$ cat src/rtl/majority_voter.sv
// Registered bitwise 2-of-3 majority voter for triplicated logic, with per-lane
// disagreement flags and saturating per-lane fault counters for health monitoring.
module majority_voter #(
   parameter int WIDTH = 1,
   parameter int CNT_W = 8
) (
   input  logic             clk,
   input  logic             rst,
   input  logic [WIDTH-1:0] a,
   input  logic [WIDTH-1:0] b,
   input  logic [WIDTH-1:0] c,
   input  logic             in_valid,
   input  logic             clr_cnt,
   output logic [WIDTH-1:0] y,
   output logic             y_valid,
   output logic             all_agree,
   output logic             err_a,
   output logic             err_b,
   output logic             err_c,
   output logic [CNT_W-1:0] fault_cnt_a,
   output logic [CNT_W-1:0] fault_cnt_b,
   output logic [CNT_W-1:0] fault_cnt_c
);

   localparam logic [CNT_W-1:0] CNT_MAX = '1;

   logic [WIDTH-1:0] w_maj;
   logic             w_err_a;
   logic             w_err_b;
   logic             w_err_c;
   logic             w_agree;

   // Each bit is voted independently, so a single lane can only lose a given bit.
   assign w_maj   = (a & b) | (a & c) | (b & c);
   assign w_err_a = |(a ^ w_maj);
   assign w_err_b = |(b ^ w_maj);
   assign w_err_c = |(c ^ w_maj);
   assign w_agree = (a == b) && (b == c);

   function automatic logic [CNT_W-1:0] sat_inc(input logic [CNT_W-1:0] cnt,
                                                 input logic             hit);
      return (hit && (cnt != CNT_MAX)) ? cnt + 1'b1 : cnt;
   endfunction

   // NOTE: all state is written with <= so every register samples pre-edge values;
   // blocking assignments here would let later statements see already-updated state.
   always_ff @(posedge clk) begin
      if (rst) begin
         y           <= '0;
         y_valid     <= 1'b0;
         all_agree   <= 1'b0;
         err_a       <= 1'b0;
         err_b       <= 1'b0;
         err_c       <= 1'b0;
         fault_cnt_a <= '0;
         fault_cnt_b <= '0;
         fault_cnt_c <= '0;
      end else begin
         if (in_valid) begin
            y         <= w_maj;
            y_valid   <= 1'b1;
            all_agree <= w_agree;
            err_a     <= w_err_a;
            err_b     <= w_err_b;
            err_c     <= w_err_c;
         end else begin
            y_valid   <= 1'b0;
            all_agree <= 1'b0;
            err_a     <= 1'b0;
            err_b     <= 1'b0;
            err_c     <= 1'b0;
         end

         // A clear wins over a same-edge increment.
         if (clr_cnt) begin
            fault_cnt_a <= '0;
            fault_cnt_b <= '0;
            fault_cnt_c <= '0;
         end else if (in_valid) begin
            fault_cnt_a <= sat_inc(fault_cnt_a, w_err_a);
            fault_cnt_b <= sat_inc(fault_cnt_b, w_err_b);
            fault_cnt_c <= sat_inc(fault_cnt_c, w_err_c);
         end
      end
   end

endmodule

$ cat config.mk
export PLATFORM = sky130hd
export DESIGN_NAME = majority_voter
export DESIGN_NICKNAME = d
export VERILOG_FILES = /design/src/rtl/majority_voter.sv
export SDC_FILE = /design/constraint.sdc
export NUM_CORES = 1
export LEC_CHECK = 0
export BUFFER_PORTS_ARGS = -buffer_cell sky130_fd_sc_hd__buf_2
export CAP_MARGIN = 20
export CORE_MARGIN = 2
export CORE_UTILIZATION = 56
export CTS_CLUSTER_DIAMETER = 100
export DETAILED_ROUTE_END_ITERATION = 16
export MAX_ROUTING_LAYER = met4
export PLACE_DENSITY = 0.83
export SLEW_MARGIN = 25
export SYNTH_ARGS = -nofsm -noshare
export SYNTH_HDL_FRONTEND = slang
export SYNTH_SLANG_ARGS = --single-unit
$ cat constraint.sdc
create_clock -name clk -period 4.9 [get_ports clk]
set_clock_uncertainty 0.05 [all_clocks]
set_input_delay 0.245 -clock clk [delete_from_list [all_inputs] [get_ports clk]]
set_output_delay 0.245 -clock clk [all_outputs]
set_load 0.1 [all_outputs]
==> impl_table.tex <==
\begin{tabular}{lr}
\hline
Metric & Value \\
\hline
\multicolumn{2}{l}{\textbf{Outcome}} \\
\quad Status & completed \\
\multicolumn{2}{l}{\textbf{Global routing}} \\
\quad Global Route met1 Usage & between 20\% and 30\% \\
\quad First-pass GRT wire length & roughly 6 mm \\
\quad Met2 usage in global routing & between 30 and 40\% \\
\quad Total GRT Usage & 23.8\% \\
\quad Maximum number of pins on one net before global-route repair & 19 \\
\quad Initial antenna violation count & 0 \\
\quad Remaining global-route overflow & 0 \\
\quad Met3 layer usage reported by global route & 7.60\% \\
\quad Most crowded layer after global routing & met2 \\
\quad Number of global-route vias before repair & 1326 \\
\multicolumn{2}{l}{\textbf{Drt}} \\
\quad Total vias in the final route & 1517 \\
\quad Routed length per instance & $\sim$14 um \\
\quad Via density per instance & approximately 6.3 \\
\quad Iter 0 DRT Violations & 46 \\
\quad Remaining DRCs & 0 \\
\quad Pre-antenna DRT Iters & 4 \\
\quad Final routed wirelength across all metal layers & 3.45 mm \\
\quad Remaining number of nets flagged by the antenna check after routing & 0 \\
\multicolumn{2}{l}{\textbf{Floorplanning}} \\
\quad Number of ports placed on the die boundary & 37 \\
\quad Horizontal die dimension & 56.4 um \\
\quad Effective utilization at floorplan & 57.2\% \\
\quad Die Y-Extent & around 56 um \\
\quad Die outline area & around 3200 um2 \\
\quad Core Rows & 19 \\
\quad Total core area & 2690 um2 \\
\multicolumn{2}{l}{\textbf{Worst setup path}} \\
\quad Peak per-stage delay on the critical path & between 0.5 and 0.6 ns \\
\quad Critical path start-end classification & in -> reg \\
\quad Endpoint required time on the critical path & 5.12 ns \\
\quad Endpoint arrival time on the critical path & 2.14 ns \\
\quad Slowest CP cell & or4\_1 \\
\quad Critical path buffer and inverter count & 1 \\
\quad CP Launch Type & primary input \\
\quad Critical path cell sequence & buf\_2, ha\_1, nor4b\_2, o21ai\_1, or4\_1, a21oi\_1 \\
\quad Family of cells with the greatest summed delay on the critical path & simple AND/OR/NAND/NOR gates \\
\quad Maximum fanout encountered on the critical timing path & 14 \\
\quad Setup crit end kind & flop \\
\multicolumn{2}{l}{\textbf{Cells and area}} \\
\quad Synth-to-layout area growth & 15.3\% \\
\quad Fin nets & around 220 \\
\quad Antenna fix cells & 0 \\
\quad Fraction of final layout cells sized beyond drive strength 1 & 23.2\% \\
\multicolumn{2}{l}{\textbf{Synthesis}} \\
\quad Commonest register cell after synthesis & dfxtp\_1 \\
\quad Net count after synthesis & 185 \\
\quad Synth cell types & 41 \\
\quad Share of the synthesized area in compound gates (AO/OA/AOI/OAI) & a little under a quarter \\
\quad Multiplexer share of the synthesized area & roughly 2.3\% \\
\quad Xor/xnor share of the synthesized area & 0.570\% \\
\quad Fraction of the mapped netlist area in adder cells & under 10\% \\
\quad Share of flip-flops with an asynchronous set or reset after synthesis & 0\% \\
\quad Portion of synthesized cell area occupied by the leading cell type & 39.1\% \\
\quad Most frequent cells after synthesis & dfxtp\_1, a21oi\_1, nand3\_1, nor2\_1, or3\_1 \\
\quad Number of storage elements in the synthesis netlist & 30 \\
\quad Most area-consuming cells after synthesis & dfxtp\_1, a21oi\_1, ha\_1 \\
\quad Main combinational cell family by area after synthesis & simple AND/OR/NAND/NOR gates \\
\quad Count leader, synth & dfxtp\_1 \\
\quad Synth warn & 0 \\
\quad Yosys top cell by area & dfxtp\_1 \\
\quad Mapped Avg Cell Area & 8.89 um2 \\
\quad Number of flops mapped to enable cells by yosys & 0 \\
\quad Simple-gate share of the synthesized area & between 20\% and 30\% \\
\quad Sequential cell area fraction in the yosys report & between 30\% and 40\% \\
\quad Number of standard cells after synthesis & 173 \\
\quad Area of the mapped netlist & 1540 um2 \\
\multicolumn{2}{l}{\textbf{STA}} \\
\quad RSZ-0062 raised after global routing & false \\
\quad Count of final hold-check violations & 0 \\
\quad Max-slew violation count & 0 \\
\quad Fraction of the cycle the final worst path needs & 39.2\% \\
\quad Setup total negative slack & 0 ns \\
\quad Slew of the pin with the lowest slew margin & 0.793 ns \\
\quad Final setup fails & 0 \\
\quad Max\_slew headroom & 46.8\% \\
\quad Shortest period the worst path allows & 1.92 ns \\
\quad Fmax & $\sim$0.52 GHz \\
\quad Setup slack after layout & 2.98 ns \\
\multicolumn{2}{l}{\textbf{Clock network}} \\
\quad Insertion delay to the later sink of the worst-skew pair & 0.33 ns \\
\quad H-tree depth reported by CTS & 2 \\
\quad Clock Sink Count & 30 \\
\quad Root Buffer Master & clkbuf\_4 \\
\quad Hold buffer count at cts & 0 \\
\quad Resize count post-CTS & 0 \\
\quad CTS tree & done \\
\quad Clock slew seen by the registers of the worst setup and hold paths & approximately 0.09 ns \\
\quad Setup Buffers After CTS & 0 \\
\quad Number of buffers between clock root and the deepest sink & 2 \\
\quad CTS buffer count & 5 \\
\multicolumn{2}{l}{\textbf{Place}} \\
\quad Gpl congestion & between 0.8 and 0.9 \\
\quad HPWL after detailed placement & 2.48 mm \\
\quad Post-place setup slack & 2.63 ns \\
\quad Port Buf Inserts & 36 \\
\multicolumn{2}{l}{\textbf{Worst hold path}} \\
\quad Class of the tightest hold or removal check & in -> reg \\
\multicolumn{2}{l}{\textbf{Power}} \\
\quad Pwr dens & 253 nW/um2 \\
\quad Standby leakage power & 0.699 nW \\
\quad IR Drop Worst-Case VDD & 277 uV \\
\multicolumn{2}{l}{\textbf{Flow run}} \\
\quad Max-cap violations & 0 \\
\hline
\end{tabular}
## state kept, by name, summed over array words and instances, names as in the netlist
name and flops:
y_valid 1, all_agree 1, err_c 1, fault_cnt_a 8
fault_cnt_c 8, err_b 1, err_a 1, y 1
fault_cnt_b 8
## through the flow
step / hold WS (ns) / utilization, % / cells / area (um2) / power (W)
global route: 0.105 / 66.0 / 242 / 1770 / 0.000464
finish: 0.0919 / 66.0 / 242 / 1770 / 0.000449
detailed placement: 0.440 / 64.3 / 235 / 1730 / 0.000320
CTS: 0.0813 / 66.0 / 242 / 1770 / 0.000451
global placement: 0.429 / 64.3 / 235 / 1730 / 0.000318
floorplan: 0.268 / - / 173 / 1540 / 0.000308
## cell usage in the layout, fill, tap and decap left out, drive strengths merged, types with 3 or more instances in the layout
master   n
o21ai   11
a21oi   16
and3     4
clkbuf   7
nand4    6
o31ai    7
nor4     3
nand3   11
and2     3
o21a     4
buf     36
dfxtp   30
ha       5
nand2    7
o211ai   4
nor2    11
a211oi   4
or3     10
or4      7
## report_power, final
group / internal (W) / total (W) / switching (W)
Clock: 0.0000539 / 0.000134 / 0.0000805
Sequential: 0.000247 / 0.000249 / 0.00000209
Combinational: 0.0000154 / 0.0000654 / 0.0000501
## metal layers
metal	share of wire, %	up-vias	routed length [um]
li1	-	754	-
met1	44	704	1530
met2	48	51	1670
met3	5.3	8	183
met4	2.0	0	68
met5	0	-	0
## layout make-up
type | instances | area [um2]
clock buffer | 7 | 45.0
fill | 231 | 913
inverter | 2 | 7.51
multi-input combinational | 136 | 901
sequential | 30 | 601
tap | 31 | 38.8
timing repair buffer | 36 | 180
## worst register-to-register path: stages, from the launching register on
cell and delay [ns]:
dfxtp_1 0.42, ha_1 0.23, nand3_1 0.12, nor2_1 0.41, o21ai_0 0.17, a21oi_1 0.17
## path summary, 6_finish.rpt
kind,depth (start not counted),slack [ns],end,startpoint
worst max-delay path,6,2.98,fault_cnt_a[3],a
worst min-delay path,2,0.09,y,rst
worst max register to register,5,3.27,fault_cnt_a[0],fault_cnt_a[0]
worst min register to register,1,0.46,fault_cnt_a[6],fault_cnt_a[6]
## cell families after synthesis
kind of cell	count (synthesis)
adder cells (fa/ha/maj)	5
buffers and inverters	7
AO/OA/AOI/OAI	54
flip-flops	30
AND/OR/NAND/NOR	73
multiplexers	3
XOR/XNOR	1
Note: power is estimated with default switching activity, not from simulation.
